[config.mk]
export PLATFORM = sky130hd
export DESIGN_NAME = output_port_rr_arbiter
export DESIGN_NICKNAME = d
export VERILOG_FILES = /design/src/rtl/noc_pkg.sv /design/src/rtl/output_port_rr_arbiter_rr_pick.sv /design/src/rtl/output_port_rr_arbiter.sv
export SDC_FILE = /design/constraint.sdc
export NUM_CORES = 1
export LEC_CHECK = 0
export ABC_AREA = 0
export CAP_MARGIN = 20
export CORE_MARGIN = 2
export CORE_UTILIZATION = 35
export DETAILED_ROUTE_END_ITERATION = 7
export GPL_TIMING_DRIVEN = 1
export SYNTH_ARGS = -nofsm -noshare
export SYNTH_HDL_FRONTEND = slang
export SYNTH_SLANG_ARGS = --single-unit
[constraint.sdc]
create_clock -name clk -period 3.6 [get_ports clk]
set_input_delay 1.08 -clock clk [delete_from_list [all_inputs] [get_ports clk]]
set_output_delay 1.08 -clock clk [all_outputs]
set_load 0.05 [all_outputs]
[src/rtl/noc_pkg.sv]
// Shared constants and types for the 5-port mesh router.
package noc_pkg;

  localparam int N_PORTS = 5;
  localparam int PTR_W   = 3;

  localparam int PORT_LOCAL = 0;
  localparam int PORT_NORTH = 1;
  localparam int PORT_EAST  = 2;
  localparam int PORT_SOUTH = 3;
  localparam int PORT_WEST  = 4;

  typedef enum logic {
    ARB_IDLE   = 1'b0,
    ARB_LOCKED = 1'b1
  } arb_state_t;

endpackage

[src/rtl/output_port_rr_arbiter_rr_pick.sv]
// Rotating-priority scan: first set bit of req at or above rr_ptr, wrapping modulo N_PORTS.
module rr_pick #(
  parameter int N_PORTS = 5,
  parameter int PTR_W   = 3
) (
  input  logic [N_PORTS-1:0] req,
  input  logic [PTR_W-1:0]   rr_ptr,
  output logic               found,
  output logic [PTR_W-1:0]   idx
);

  int w_pos;

  // rr_ptr is always kept below N_PORTS, so a single subtraction wraps it.
  always_comb begin
    found = 1'b0;
    idx   = '0;
    w_pos = 0;
    for (int k = 0; k < N_PORTS; k++) begin
      w_pos = int'(rr_ptr) + k;
      if (w_pos >= N_PORTS) w_pos = w_pos - N_PORTS;
      if (!found && req[w_pos]) begin
        found = 1'b1;
        idx   = PTR_W'(w_pos);
      end
    end
  end

endmodule

[src/rtl/output_port_rr_arbiter.sv]
// Per-output-port round-robin switch arbiter with wormhole grant locking.
// Handshake: a flit moves (xfer) in any cycle where grant_valid, req[owner] and out_ready are all high.
module output_port_rr_arbiter #(
  parameter int N_PORTS = noc_pkg::N_PORTS,
  parameter int PTR_W   = noc_pkg::PTR_W
) (
  input  logic                clk,
  input  logic                rst,
  input  logic [N_PORTS-1:0]  req,
  input  logic [N_PORTS-1:0]  tail,
  input  logic                out_ready,
  output logic [N_PORTS-1:0]  select,
  output logic                grant_valid,
  output logic [PTR_W-1:0]    owner,
  output logic                xfer,
  output logic                xfer_tail,
  output noc_pkg::arb_state_t o_dbg_state,
  output logic [PTR_W-1:0]    o_dbg_rr_ptr
);

  import noc_pkg::*;

  arb_state_t         r_state;
  logic [N_PORTS-1:0] r_select;
  logic               r_grant_valid;
  logic [PTR_W-1:0]   r_owner;
  logic [PTR_W-1:0]   r_rr_ptr;

  logic               w_found;
  logic [PTR_W-1:0]   w_pick_idx;
  logic               w_xfer;
  logic               w_xfer_tail;

  rr_pick #(
    .N_PORTS(N_PORTS),
    .PTR_W  (PTR_W)
  ) u_rr_pick (
    .req    (req),
    .rr_ptr (r_rr_ptr),
    .found  (w_found),
    .idx    (w_pick_idx)
  );

  assign w_xfer      = r_grant_valid & req[r_owner] & out_ready;
  assign w_xfer_tail = w_xfer & tail[r_owner];

  always_ff @(posedge clk) begin
    if (rst) begin
      r_state       <= ARB_IDLE;
      r_select      <= '0;
      r_grant_valid <= 1'b0;
      r_owner       <= '0;
      r_rr_ptr      <= '0;
    end else begin
      case (r_state)
        ARB_IDLE: begin
          if (w_found) begin
            r_state       <= ARB_LOCKED;
            r_owner       <= w_pick_idx;
            r_select      <= N_PORTS'(1) << w_pick_idx;
            r_grant_valid <= 1'b1;
          end
        end
        ARB_LOCKED: begin
          // Pointer moves only when the packet finishes, so a grant alone never skips a port.
          if (w_xfer_tail) begin
            r_state       <= ARB_IDLE;
            r_select      <= '0;
            r_grant_valid <= 1'b0;
            r_rr_ptr      <= (r_owner == PTR_W'(N_PORTS - 1)) ? '0 : r_owner + 1'b1;
          end
        end
        default: begin
          r_state       <= ARB_IDLE;
          r_select      <= '0;
          r_grant_valid <= 1'b0;
        end
      endcase
    end
  end

  assign select       = r_select;
  assign grant_valid  = r_grant_valid;
  assign owner        = r_owner;
  assign xfer         = w_xfer;
  assign xfer_tail    = w_xfer_tail;
  assign o_dbg_state  = r_state;
  assign o_dbg_rr_ptr = r_rr_ptr;

  a_select_consistent: assert property (@(posedge clk) disable iff (rst)
    $onehot0(r_select) && (r_grant_valid == |r_select));

endmodule
# After elaboration in Yosys (flattened, before gate mapping)
# Index checks and enable logic that the tools add are counted.
[word_totals] regBits=13 input_bits=13
[classes] n_addsub=10 order_cmp=11 n_eq_ne=3 shift=1 muxes=44 bitwise_logic=4 n_reduce_logical=11
[op_table] cell="$lt 32x5->1 const B" count=5
[op_table] cell="$mux 32" count=5
[op_table] cell="$ge 32x4->1 const B" count=4
[op_table] cell="$sub 32x4->32 const B" count=4
[op_table] cell="$bmux 1 s3" count=7
[op_table] cell="$mux 1" count=21
[op_table] cell="$mux 3" count=6
[op_table] cell="$mux 5" count=2
[op_table] cell="$pmux 5 s2" count=1
[op_table] cell="$add 3x2->4 const B" count=2
[op_table] cell="$reduce_and 2->1" count=3
[op_table] cell="$shl 1x3->5 const A" count=1
[op_table] cell="$add 3x1->4 const B" count=1
[op_table] cell="$add 3x3->4 const B" count=1
[op_table] cell="$logic_and 1x1->1" count=4
[op_table] cell="$logic_not 1->1" count=4
[op_table] cell="$lt 3x4->1 const B" count=1
[op_table] cell="$pmux 1 s2" count=2
[op_table] cell="$sub 3x3->4 const B" count=1
[op_table] cell="$add 3x1->3 const B" count=1
[op_table] cell="$and 1x1->1" count=3
[op_table] cell="$eq 3x3->1 const B" count=1
[op_table] cell="$ge 3x3->1 const B" count=1
[op_table] cell="$ne 2x1->1 const B" count=1
[op_table] cell="other kinds (2)" count=2

# Longest topological paths before layout
[logic_depth] ltp_word=21 mapped_depth=15

# Cells and area by module
# From an unflattened synthesis, not the netlist that was laid out.
[unflattened] cells_unflattened=228 hier_area_um2=1779.2
[modules_own_cells] module="rr_pick" n_inst=1 cells_per_inst=142 area_each_um2=1046.0 seq_area_each_um2=0.0
[modules_own_cells] module="output_port_rr_arbiter" n_inst=1 cells_per_inst=86 area_each_um2=733.2 seq_area_each_um2=260.2

# Worst setup path before layout
# Ideal clock, no wire load.
[synth_path] kind="in2out" from="input port req[1]" to="output port xfer_tail" t_arrival_ns=2.660 t_required_ns=2.520 slack_ns=-0.140 stages=3 path_buffers=0 path_cell_list="mux4_2 -> nand2_1 -> a221oi_1"
[synth_via] elab_chain_cells=5
[synth_lines] element="start: declaration" line="output_port_rr_arbiter.sv:9" text="input logic [N_PORTS-1:0] req,"
[synth_lines] element="$bmux 1 s3" line="output_port_rr_arbiter.sv:44" text="assign w_xfer = r_grant_valid & req[r_owner] & out_ready;"
[synth_lines] element="$mux 1 (implied by the code)" line="output_port_rr_arbiter.sv:44"
[synth_lines] element="$and 1x1->1 (2 in a row)" line="output_port_rr_arbiter.sv:44"
[synth_lines] element="$and 1x1->1" line="output_port_rr_arbiter.sv:45" text="assign w_xfer_tail = w_xfer & tail[r_owner];"
[synth_lines] element="end: declaration" line="output_port_rr_arbiter.sv:16" text="output logic xfer_tail,"
# Every way passes these cells. The select of a mux whose other input is x is not followed.

# Final worst setup path
[layout_path] from="input port req[4]" to="output port xfer_tail"
# Same word-level chain as after synthesis.

==> out/qor.tcl <==
set qor(result_of_the_run) {complete, no violations}
set qor(post_synth_most_frequent_cells) {sky130_fd_sc_hd__nor2_1 (17), sky130_fd_sc_hd__nand2_1 (16), sky130_fd_sc_hd__dfxtp_1 (13)}
set qor(timing.rr.end) {owner[1]}
set qor(synthCells) 214
set qor(synth.net_count) 239
set qor(max_freq_mhz) 288
set qor(timing.max_cap.violations) 0
set qor(clkPwrFrac_pct) 22.4
set qor(period_minus_slack_ns) 3.48
set qor(vdd_drop_max_mv) 0.200
set qor(hold_buffers) 0
set qor(cts_root_buffer) {sky130_fd_sc_hd__clkbuf_8}
set qor(sw_frac_of_total_pct) 39.6
set qor(synth.cell_area_sq_mm) 0.00179
set qor(top_level_ports) 28
set qor(worst_path_largest_cell_delay_ns) 0.59
set qor(setup_viol_count_final) 0
set qor(internal-power_uw) 361
set qor(crit_start) {req[4]}
set qor(floorplan.core_area_sq_mm) 0.00501
set qor(sequentialPowerShare_pct) 28.7
set qor(initial_antenna_violation_count) 0
set qor(crit_path_start_kind) {input port}
set qor(cts_tree) {built}
set qor(path_cells) {clkdlybuf4s50_1, nand3_1, a221oi_2, buf_4, buf_12}
set qor(final_layout_size_suffix_gt1_share_pct) 21.5
set qor(number_of_hold_violations_in_the_final_report) 0
set qor(floorplan.die.height_microns) 75.6
set qor(numClockSinks) 13
set qor(die_area_sq_mm) 0.00571
set qor(layout_worst_path_cycle_share_pct) 96.6
set qor(final_net_count) 277
set qor(placed_cell_area_sq_mm) 0.00222
set qor(ant_nets) 0
set qor(cts-htree-levels) 1
set qor(design_power_total_uw) 597
set qor(share_comb_of_total_power_pct) 48.9
set qor(grt_max_degree) 29
set qor(synth.yosys.warnings) 0
set qor(die_w_microns) 75.6
set qor(worst_ep_required_time_ns) 2.52
set qor(areaGrowthSynthToFinish_pct) 26.5
set qor(synth_top_area_share_pct) 14.5
set qor(filler_cell_count) 533
set qor(io_buffer_count) 27
set qor(via_count) 1756
set qor(hold_path_depth) 2
set qor(postCtsResizedCells) 3
set qor(tightest_slew_ns) 0.543
set qor(ys.flop_type) {sky130_fd_sc_hd__dfxtp_1}
set qor(cp_data_arrival_time_ns) 2.40
set qor(critical_path_class) {in2out}
set qor(power_density_over_the_cells_mw_per_mm2) 263
set qor(grt_util_all_layers_pct) 18.7
set qor(edff_count_synth) 0
set qor(clk_transition_reported_paths_ns) 0.06
set qor(worst_path_max_delay_cell) {sky130_fd_sc_hd__clkdlybuf4s50_1}
set qor(finalWeightedCongestion) 0.829
set qor(critical_path_peak_fanout) 4
set qor(final_design_area_no_fill_sq_mm) 0.00227
set qor(post-synth-top-area-cell) {sky130_fd_sc_hd__dfxtp_1}
set qor(maxSlewViolCount) 0
set qor(synthDistinctLibCells) 65
set qor(cts_made_buffers) 3
set qor(grt_overflow_total) 0
set qor(clk_latency_ns) 0.25
set qor(wl_per_cell_microns) 15.1
set qor(rsz_0062_raised_after_global_routing) {no}
set qor(antenna_cells_inserted) 0
set qor(drt_iter0_drc) 103
set qor(reg2reg_setup_slack_ns) 0.26
set qor(static-leakage-power_nw) 0.900
set qor(synth_sequential_area_ratio_pct) 14.5
set qor(initial_utilization_pct) 35.8
set qor(synth-seq-cells) 13
set qor(totalWireLength_microns) 4860
set qor(dp.final_hpwl_microns) 3760
set qor(worst_hold_path.endpoint) {select[1]}
set qor(grt_pass1_vias) 1749
set qor(synthMostInstantiatedCell) {sky130_fd_sc_hd__nor2_1}
set qor(r2r_start) {o_dbg_rr_ptr[1]}
set qor(endpoint_kind) {primary output}
set qor(drc) 0
set qor(viasPerCell) 5.47
set qor(r2r_cells) 11
set qor(maxSlewHeadroom_pct) 63.6
set qor(grt_first_pass_wirelength_microns) 8280
set qor(std_cell_rows) 26
set qor(synth.avg_cell_area_sq_um) 8.37
set qor(power.net_switching_uw) 236
set qor(detailedRoute.firstPassIterationCount) 4
set qor(worstHoldPathType) {reg2reg}
set qor(ctsLongestPathBuffers) 2
set qor(post_cts_buffers) 0
set qor(hold_start) {select[1]}
set qor(clock-skew-final_ns) 0.00172
set qor(ys_async_sr_fraction_pct) 0
set qor(cell_types_with_the_largest_area_share_after_synthesis) {sky130_fd_sc_hd__dfxtp_1 (15%), sky130_fd_sc_hd__ha_1 (7.7%), sky130_fd_sc_hd__mux4_2 (5.0%), sky130_fd_sc_hd__nor2_1 (3.6%), sky130_fd_sc_hd__mux2i_1 (3.4%)}
[metrics by stage]
step                setup WS, ns  TNS [ns]  hold WS (ns)  std cells  utilization, %
floorplan                 0.0319         0         0.692        214               -
global placement          -0.124    -0.851         0.456        317            44.3
detailed placement        -0.174     -1.32         0.444        317            44.3
CTS                      0.00171         0         0.470        321            45.2
global route              0.0142         0         0.519        321            45.3
finish                     0.122         0         0.478        321            45.3
[per-layer routing]
metal | GRT usage [%] | part of all wire, % | vias up
met5 | 0 | 0 | -
met3 | 1.59 | 3.8 | 7
li1 | - | - | 886
met2 | 30.5 | 46 | 50
met4 | 6.82 | 1.7 | 0
met1 | 25.7 | 49 | 813
[registers in the layout, indices dropped and copies added (netlist names)]
name          count
select            5
o_dbg_state       1
owner             3
grant_valid       1
o_dbg_rr_ptr      3
[placed cells by master, fill, tap and decap left out, drive strengths merged, types with 3 or more instances in the layout]
master         synthesis  routed
mux2i                  6       6
buf                    6      20
clkdlybuf4s50          0      21
nand3                  4       4
nor3                   4       4
ha                    11      11
mux2                   6       6
dfxtp                 13      13
xnor2                  3       3
o221ai                 3       3
nand2                 16      16
clkbuf                 6       4
a211oi                 4       4
nor2b                  7       7
mux4                   4       4
o22ai                  3       3
dlygate4sd2            0       3
o21ai                 12      12
nor2                  18      18
and2                   3       3
inv                   12      12
a21oi                 10      10
o211ai                 3       3
or2                    5       5
o2111ai                3       3
nand2b                 6       6
nand3b                 3       3
[cells by family (layout without fill, tap and decap cells)]
family | Yosys count | in the layout | share of synthesized area [%]
and+or+nand+nor | 76 | 76 | 24.4
AOI/OAI and AO/OA | 69 | 69 | 31.1
buffers and inverters | 24 | 61 | 6.84
muxes | 16 | 16 | 12.4
DFF | 13 | 13 | 14.5
adders and majority gates | 12 | 12 | 8.80
xor gates and xnor gates | 4 | 4 | 1.96
[power groups by stage]
stage | clock (mW) | combinational, mW | sequential, mW
floorplan | 0 | 0.163 | 0.212
global placement | 0 | 0.290 | 0.175
detailed placement | 0 | 0.291 | 0.174
CTS | 0.138 | 0.291 | 0.171
global route | 0.141 | 0.318 | 0.173
finish | 0.134 | 0.292 | 0.171
[final cells by class]
cell class | instances | area (sq um) | share of cell area (%)
multi-input cells | 177 | 1420 | 62.5
well taps | 70 | 87.6 | 3.86
clock buffers | 4 | 45.0 | 1.99
repair buffers | 45 | 412 | 18.2
flip-flops and latches | 13 | 260 | 11.5
inverters | 12 | 45.0 | 1.99
[worst max-delay path by stage]
stage / end / slack [ns] / cells past startpoint
3_5_place_dp: select[2] / -0.17 / 9
6_report: xfer_tail / 0.12 / 5
4_1_cts: xfer_tail / 0.002 / 6
3_3_place_gp: select[2] / -0.12 / 9
2_1_floorplan: owner[2] / 0.03 / 14
5_1_grt: select[4] / 0.01 / 12
[critical path, delay by kind of cell]
| family | cells | cell delay, ns |
|---|---|---|
| AND/OR/NAND/NOR | 1 | 0.15 |
| buffers and inverters | 3 | 0.89 |
| AO/OA/AOI/OAI | 1 | 0.28 |
Note: power is estimated with default switching activity, not from simulation.
